$ cat config.mk
export PLATFORM = sky130hd
export DESIGN_NAME = branch_resolve
export DESIGN_NICKNAME = d
export VERILOG_FILES = /design/src/rtl/branch_resolve.sv
export SDC_FILE = /design/constraint.sdc
export NUM_CORES = 1
export LEC_CHECK = 0
export BUFFER_PORTS_ARGS = -buffer_cell sky130_fd_sc_hd__buf_2
export CELL_PAD_IN_SITES_DETAIL_PLACEMENT = 0
export CELL_PAD_IN_SITES_GLOBAL_PLACEMENT = 2
export CORE_ASPECT_RATIO = 1.2
export CORE_MARGIN = 8
export CORE_UTILIZATION = 31
export CTS_CLUSTER_SIZE = 12
export DETAILED_ROUTE_END_ITERATION = 8
export GPL_ROUTABILITY_DRIVEN = 0
export PLACE_DENSITY_LB_ADDON = 0.15
export REMOVE_ABC_BUFFERS = 1
export SKIP_LAST_GASP = 1
export SLEW_MARGIN = 20
export SYNTH_ARGS = -nofsm -noshare
export SYNTH_HDL_FRONTEND = slang
export SYNTH_SLANG_ARGS = --single-unit
$ cat constraint.sdc
create_clock -name cpu_clk -period 4.3 [get_ports cpu_clk]
set_input_delay 0.86 -clock cpu_clk [delete_from_list [all_inputs] [get_ports cpu_clk]]
set_output_delay 0.86 -clock cpu_clk [all_outputs]
set_load 0.05 [all_outputs]
$ cat src/rtl/branch_resolve.sv
// -----------------------------------------------------------------------------
// branch_resolve
//
// EX-stage branch resolution unit. It works alongside the fetch-side branch
// predictor. Each fetched instruction's prediction (taken flag and predicted
// target) travels with it through two pipe stages (D, E). When a conditional
// branch reaches EX, this unit:
//   - evaluates the branch,
//   - computes its target,
//   - compares the result against the prediction.
// The outcome is registered and sent two ways:
//   - as a redirect/flush request to the front end, and
//   - as an update strobe to the predictor tables.
// Two performance counters track resolved branches and mispredictions.
//
// Ports
//   cpu_clk, cpu_rstn      clock, asynchronous active-low reset
//   stall                  global hold: pipe, FSM and counters freeze
//   if_valid, pc_if        IF-stage instruction and its PC
//   predict_taken_if       predictor direction for pc_if
//   predict_target_pc_if   predictor target for pc_if
//   is_branch_ex           EX instruction is a conditional branch
//   funct3_ex              branch type (BEQ/BNE/BLT/BGE/BLTU/BGEU)
//   src_data1_ex/2_ex      forwarded rs1/rs2 operands
//   imm_ex                 sign-extended B-immediate
//   mispredict             one-cycle redirect pulse
//   redirect_pc            fetch restart PC (valid with mispredict)
//   flush_active           kill the IF/DEC instructions
//   branch_ex              predictor update strobe
//   branch_taken_ex        resolved direction
//   branch_pc_ex           PC of the resolved branch
//   branch_target_pc       computed target (pc + imm)
//   branch_cnt             resolved branch count
//   mispredict_cnt         misprediction count
// -----------------------------------------------------------------------------
module branch_resolve #(
  parameter int ADDR_WIDTH   = 32,
  parameter int DATA_WIDTH   = 32,
  parameter int FLUSH_CYCLES = 2,   // legal range 1..7
  parameter int CNT_WIDTH    = 32
) (
  input  logic                  cpu_clk,
  input  logic                  cpu_rstn,
  input  logic                  stall,
  input  logic                  if_valid,
  input  logic [ADDR_WIDTH-1:0] pc_if,
  input  logic                  predict_taken_if,
  input  logic [ADDR_WIDTH-1:0] predict_target_pc_if,
  input  logic                  is_branch_ex,
  input  logic [2:0]            funct3_ex,
  input  logic [DATA_WIDTH-1:0] src_data1_ex,
  input  logic [DATA_WIDTH-1:0] src_data2_ex,
  input  logic [ADDR_WIDTH-1:0] imm_ex,
  output logic                  mispredict,
  output logic [ADDR_WIDTH-1:0] redirect_pc,
  output logic                  flush_active,
  output logic                  branch_ex,
  output logic                  branch_taken_ex,
  output logic [ADDR_WIDTH-1:0] branch_pc_ex,
  output logic [ADDR_WIDTH-1:0] branch_target_pc,
  output logic [CNT_WIDTH-1:0]  branch_cnt,
  output logic [CNT_WIDTH-1:0]  mispredict_cnt
);

  typedef enum logic {
    IDLE  = 1'b0,
    FLUSH = 1'b1
  } state_t;

  // Prediction record that accompanies an instruction down the pipe.
  typedef struct packed {
    logic                  valid;
    logic [ADDR_WIDTH-1:0] pc;
    logic                  ptaken;
    logic [ADDR_WIDTH-1:0] ptarget;
  } pred_t;

  localparam logic [2:0] FCNT_INIT = 3'(FLUSH_CYCLES - 1);

  localparam logic [2:0] F3_BEQ  = 3'b000;
  localparam logic [2:0] F3_BNE  = 3'b001;
  localparam logic [2:0] F3_BLT  = 3'b100;
  localparam logic [2:0] F3_BGE  = 3'b101;
  localparam logic [2:0] F3_BLTU = 3'b110;
  localparam logic [2:0] F3_BGEU = 3'b111;

  // ---------------------------------------------------------------------------
  // State
  // ---------------------------------------------------------------------------
  pred_t                 d_q, d_d;
  pred_t                 e_q, e_d;
  state_t                state_q, state_d;
  logic [2:0]            fcnt_q, fcnt_d;
  logic                  flush_q, flush_d;

  logic                  branch_ex_q, branch_ex_d;
  logic                  taken_q, taken_d;
  logic [ADDR_WIDTH-1:0] bpc_q, bpc_d;
  logic [ADDR_WIDTH-1:0] btarget_q, btarget_d;
  logic                  mispredict_q, mispredict_d;
  logic [ADDR_WIDTH-1:0] redirect_q, redirect_d;
  logic [CNT_WIDTH-1:0]  branch_cnt_q, branch_cnt_d;
  logic [CNT_WIDTH-1:0]  mispredict_cnt_q, mispredict_cnt_d;

  // ---------------------------------------------------------------------------
  // Resolution (combinational, EX cycle)
  // ---------------------------------------------------------------------------
  logic                  cond_taken;
  logic                  resolve;
  logic                  miss;
  logic [ADDR_WIDTH-1:0] target;
  logic [ADDR_WIDTH-1:0] fallthrough;

  // NOTE: every always_comb output gets a default before any branch so that
  // no path leaves it unassigned; otherwise a latch would be inferred.
  always_comb begin
    cond_taken = 1'b0;
    case (funct3_ex)
      F3_BEQ:  cond_taken = (src_data1_ex == src_data2_ex);
      F3_BNE:  cond_taken = (src_data1_ex != src_data2_ex);
      F3_BLT:  cond_taken = ($signed(src_data1_ex) <  $signed(src_data2_ex));
      F3_BGE:  cond_taken = ($signed(src_data1_ex) >= $signed(src_data2_ex));
      F3_BLTU: cond_taken = (src_data1_ex <  src_data2_ex);
      F3_BGEU: cond_taken = (src_data1_ex >= src_data2_ex);
      default: cond_taken = 1'b0;   // 010/011 are not branch encodings
    endcase
  end

  // Both sums wrap modulo 2^ADDR_WIDTH. Truncation is intentional.
  assign target      = e_q.pc + imm_ex;
  assign fallthrough = e_q.pc + ADDR_WIDTH'(4);

  // Branches that reach EX during a flush are wrong-path work, so they are
  // ignored.
  assign resolve = e_q.valid & is_branch_ex & ~stall & (state_q == IDLE);

  // A correct direction still counts as a miss when the predicted target of a
  // taken branch is stale.
  assign miss = (cond_taken & ~e_q.ptaken)
              | (~cond_taken & e_q.ptaken)
              | (cond_taken & e_q.ptaken & (e_q.ptarget != target));

  // ---------------------------------------------------------------------------
  // Prediction pipe: D <- IF, E <- D. The flush kills both stages.
  // ---------------------------------------------------------------------------
  always_comb begin
    d_d = d_q;
    e_d = e_q;
    if (!stall) begin
      d_d.valid   = if_valid & ~flush_q;
      d_d.pc      = pc_if;
      d_d.ptaken  = predict_taken_if;
      d_d.ptarget = predict_target_pc_if;
      e_d         = d_q;
      e_d.valid   = d_q.valid & ~flush_q;
    end
  end

  // ---------------------------------------------------------------------------
  // Flush FSM
  // ---------------------------------------------------------------------------
  always_comb begin
    state_d = state_q;
    fcnt_d  = fcnt_q;
    if (!stall) begin
      case (state_q)
        IDLE: begin
          if (resolve && miss) begin
            state_d = FLUSH;
            fcnt_d  = FCNT_INIT;
          end
        end
        FLUSH: begin
          if (fcnt_q == 3'd0) begin
            state_d = IDLE;
          end else begin
            fcnt_d = fcnt_q - 3'd1;
          end
        end
        default: begin
          state_d = IDLE;
          fcnt_d  = 3'd0;
        end
      endcase
    end
  end

  // flush_active is registered. It goes high in the same cycle as the
  // mispredict pulse, so the front end sees the redirect and the kill
  // together.
  assign flush_d = (state_d == FLUSH);

  // ---------------------------------------------------------------------------
  // Registered resolution outputs and performance counters
  // ---------------------------------------------------------------------------
  always_comb begin
    branch_ex_d      = resolve;
    mispredict_d     = resolve & miss;
    taken_d          = taken_q;
    bpc_d            = bpc_q;
    btarget_d        = btarget_q;
    redirect_d       = redirect_q;
    branch_cnt_d     = branch_cnt_q;
    mispredict_cnt_d = mispredict_cnt_q;
    if (resolve) begin
      taken_d      = cond_taken;
      bpc_d        = e_q.pc;
      btarget_d    = target;
      branch_cnt_d = branch_cnt_q + CNT_WIDTH'(1);
      if (miss) begin
        redirect_d       = cond_taken ? target : fallthrough;
        mispredict_cnt_d = mispredict_cnt_q + CNT_WIDTH'(1);
      end
    end
  end

  // NOTE: sequential state is written with non-blocking assignments only, so
  // every register samples pre-edge values regardless of statement order.
  always_ff @(posedge cpu_clk or negedge cpu_rstn) begin
    if (!cpu_rstn) begin
      d_q              <= '0;
      e_q              <= '0;
      state_q          <= IDLE;
      fcnt_q           <= 3'd0;
      flush_q          <= 1'b0;
      branch_ex_q      <= 1'b0;
      taken_q          <= 1'b0;
      bpc_q            <= '0;
      btarget_q        <= '0;
      mispredict_q     <= 1'b0;
      redirect_q       <= '0;
      branch_cnt_q     <= '0;
      mispredict_cnt_q <= '0;
    end else begin
      d_q              <= d_d;
      e_q              <= e_d;
      state_q          <= state_d;
      fcnt_q           <= fcnt_d;
      flush_q          <= flush_d;
      branch_ex_q      <= branch_ex_d;
      taken_q          <= taken_d;
      bpc_q            <= bpc_d;
      btarget_q        <= btarget_d;
      mispredict_q     <= mispredict_d;
      redirect_q       <= redirect_d;
      branch_cnt_q     <= branch_cnt_d;
      mispredict_cnt_q <= mispredict_cnt_d;
    end
  end

  // ---------------------------------------------------------------------------
  // Outputs
  // ---------------------------------------------------------------------------
  assign mispredict       = mispredict_q;
  assign redirect_pc      = redirect_q;
  assign flush_active     = flush_q;
  assign branch_ex        = branch_ex_q;
  assign branch_taken_ex  = taken_q;
  assign branch_pc_ex     = bpc_q;
  assign branch_target_pc = btarget_q;
  assign branch_cnt       = branch_cnt_q;
  assign mispredict_cnt   = mispredict_cnt_q;

endmodule

==> run metrics <==
largest net degree at the start of global routing=140; r2r startpoint=e_q[33]$_DFFE_PN0N_; CTS Buf Count=35; HP Class=in2async; core area=52100 sq um; PwrDens=551 nW/um^2; WL final=56.4 mm; Critical path origin=src_data2_ex[27]; first-pass GRT wire length=85.5 mm; CTS tree=done; post-route ant nets=0; die area=59900 sq um; share of post-route cells with drive strength above 1=39.4%; Final Slew Violations=0; initial antenna violation count=7; fin nets=2422; mux contribution to synthesized area=9.97%; measured slew at the worst slew-check pin=929 ps; vias in the first global route=14300; # fillers=5209; Ys Warns=0; register area share after synthesis=46.2%; Routed WL per cell=19.3 microns; Place WS=-2130 ps; Placed Cells=2837; RSZ-0062 raised after global routing=yes; Port Buffers=332; Worst-Skew Late Latency=540 ps; 1st-iter DRT viols=636; violated checks=negative setup slack; R2R depth=18; chip height=266 microns; drt pass-1 iters=5; number of synthesized flops with an enable pin=0; Clock transition at path regs=60 ps; Arrival @ worst endpoint=5550 ps; Top FF cell, synth=dfrtp_1; cell row count=92; Pwr Total=12.3 mW; io pins=333; period utilization=118%; H-tree levels=2; reg2reg setup slack=-440 ps; most frequent cells in the layout=buf_2 (322), dfrtp_1 (299), buf_4 (243); path type of the worst setup path=in2reg; worst clock skew=11.4 ps; Post-DP HPWL=43.6 mm; Syn Inst Count=1624; Worst Path Max Fanout=7; Hold Fails Final Rpt=0; GRT Util Overall=18.3%; CTS root buf=clkbuf_16; FF+latch count, synth=299; Netlist cell types=82; Finished Layout Cells=2917; Adder-Cell Fraction of Synth Area=5.45%; Worst setup SP type=primary input; Worst Setup Slack, final=-781 ps; Worst R2R End=fcnt_q[0]$_DFFE_PN0P_; Clock Path Buffers=3; setup violators final=69; total gr overflow=0; Max-slew headroom=38.1%; minimum clock period=5080 ps; Max Fclk=197 MHz; TNS Setup=-49730 ps; P&R area growth vs syn=37.5%; routed vias=13800; DRC Markers=0; post-synthesis xor/xnor area fraction=8.45%; Post-Synth Simple-Gate Area=15.7%; Critical Path RT=4770 ps; VDD IR max=0.508 mV; compound-gate portion of the synthesized area=10.5%; syn_area_per_cell=9.98 sq um; Static Leak=10.9 nW; FFs w/ async S/R, synth=100%; Final Util=42.7%; CTS Sinks=299; die extent in x=225 microns; most common cell after layout, fill and taps aside=buf_2; nature of the critical path endpoint=flip-flop; Syn Std Cell Area=16200 sq um; largest family of logic cells by synthesized area=simple AND/OR/NAND/NOR gates; status=finished, violations left; maxcap violations=0; Initial Util=31.1%; vias per inst=4.75
registers in the layout, indices dropped and copies added (netlist names):
signal and count:
redirect_pc 32, flush_active 1, mispredict 1, branch_taken_ex 1
fcnt_q 3, d_q 66, branch_pc_ex 32, mispredict_cnt 32
e_q 66, branch_ex 1, branch_cnt 32, branch_target_pc 32
area by class of cell:
class	instances	area [sq um]	share of cell area [%]
multi-input combinational	1181	8480	38.1
timing repair buffer	597	4030	18.1
tap	705	882	3.96
antenna	6	15.0	0.0674
sequential	299	7480	33.6
clock buffer	53	1050	4.69
inverter	69	264	1.18
clock inverter	7	87.6	0.393
worst max-delay path, cell delays in order:
cell and delay [ps]:
buf_6 70, inv_4 30, ha_4 250, and4_1 200, or3b_4 410, nor3_4 230, nand3_1 110, nand3_2 120
mux2i_1 80, a221o_2 410, inv_2 70, ha_4 200, a211oi_4 210, buf_4 160, nand4_1 100, nor4_2 240
nand4_1 100, or4_1 400, or4_4 450, o21ai_4 160, buf_12 170, inv_4 60, o2111a_1 220, o21ba_1 210
metal layers:
metal | wire length (microns) | track usage, %
met3 | 2300 | 3.19
met4 | 1530 | 6.02
met5 | 13 | 0
met2 | 28800 | 32.8
met1 | 23800 | 22.1
Yosys cell counts, types with 4 or more instances:
cell	n	area, sq um
dfrtp_1	299	7480
nand2_1	250	938
mux2_2	138	1550
nor2_1	90	338
xnor2_1	86	753
a21oi_1	74	370
ha_1	69	863
inv_1	68	255
o21ai_0	66	330
xor2_1	60	526
clkbuf_1	48	180
nand3_1	43	215
nor3_1	37	185
o21ai_1	30	150
nand4_1	28	175
and3_1	20	125
nor4_1	16	100
buf_2	14	70.1
a211oi_1	12	90.1
and2_1	11	68.8
a21o_1	10	75.1
o21a_1	8	60.1
or3_1	8	50.1
a31oi_1	7	43.8
buf_6	7	78.8
nand2b_1	7	43.8
nor2b_1	7	43.8
o211ai_1	7	52.6
o31ai_1	6	45.0
or4_1	6	45.0
a22oi_1	5	37.5
and4_1	5	43.8
buf_1	5	18.8
mux2i_1	5	50.1
or2_2	4	25.0
through the flow:
step           hold slack, ps  cell area [sq um]
3_5_place_dp              460              20400
5_1_grt                   456              22300
6_report                  396              22300
3_3_place_gp              452              20400
4_1_cts                   441              22000
2_1_floorplan             448              15900
worst max-delay path by stage:
stage,slack [ps],end
final,-780,fcnt_q[0]$_DFFE_PN0P_
after global routing,-980,fcnt_q[0]$_DFFE_PN0P_
after CTS,-850,fcnt_q[0]$_DFFE_PN0P_
after detailed placement,-2130,mispredict_cnt[30]$_DFFE_PN0P_
after global placement,-2000,mispredict_cnt[22]$_DFFE_PN0P_
after floorplan,-3920,fcnt_q[0]$_DFFE_PN0P_
cells by family (layout without fill, tap and decap cells):
logic type,after synthesis,in the layout
AND/OR/NAND/NOR,548,548
flip-flops,299,299
XOR/XNOR,150,150
adder cells (fa/ha/maj),70,70
other,0,6
multiplexers,144,144
buffers and inverters,144,726
AO/OA/AOI/OAI,269,269
report_power, final:
part / switching (mW) / internal (mW) / total, mW
clock network: 1.17 / 1.79 / 2.97
logic: 3.55 / 1.87 / 5.42
registers: 0.453 / 3.44 / 3.90
timing repair:
| item | CTS | global route |
|---|---|---|
| hold buffers | 0 | 0 |
| hold endpoints to repair | 0 | 0 |
| setup endpoints to repair | 69 | 69 |
| pin swaps | 27 | 30 |
| gates cloned | 3 | 5 |
| buffers inserted | 6 | 0 |
| gates resized for setup | 73 | 40 |
No activity file was read; power rests on OpenSTA's default activity.
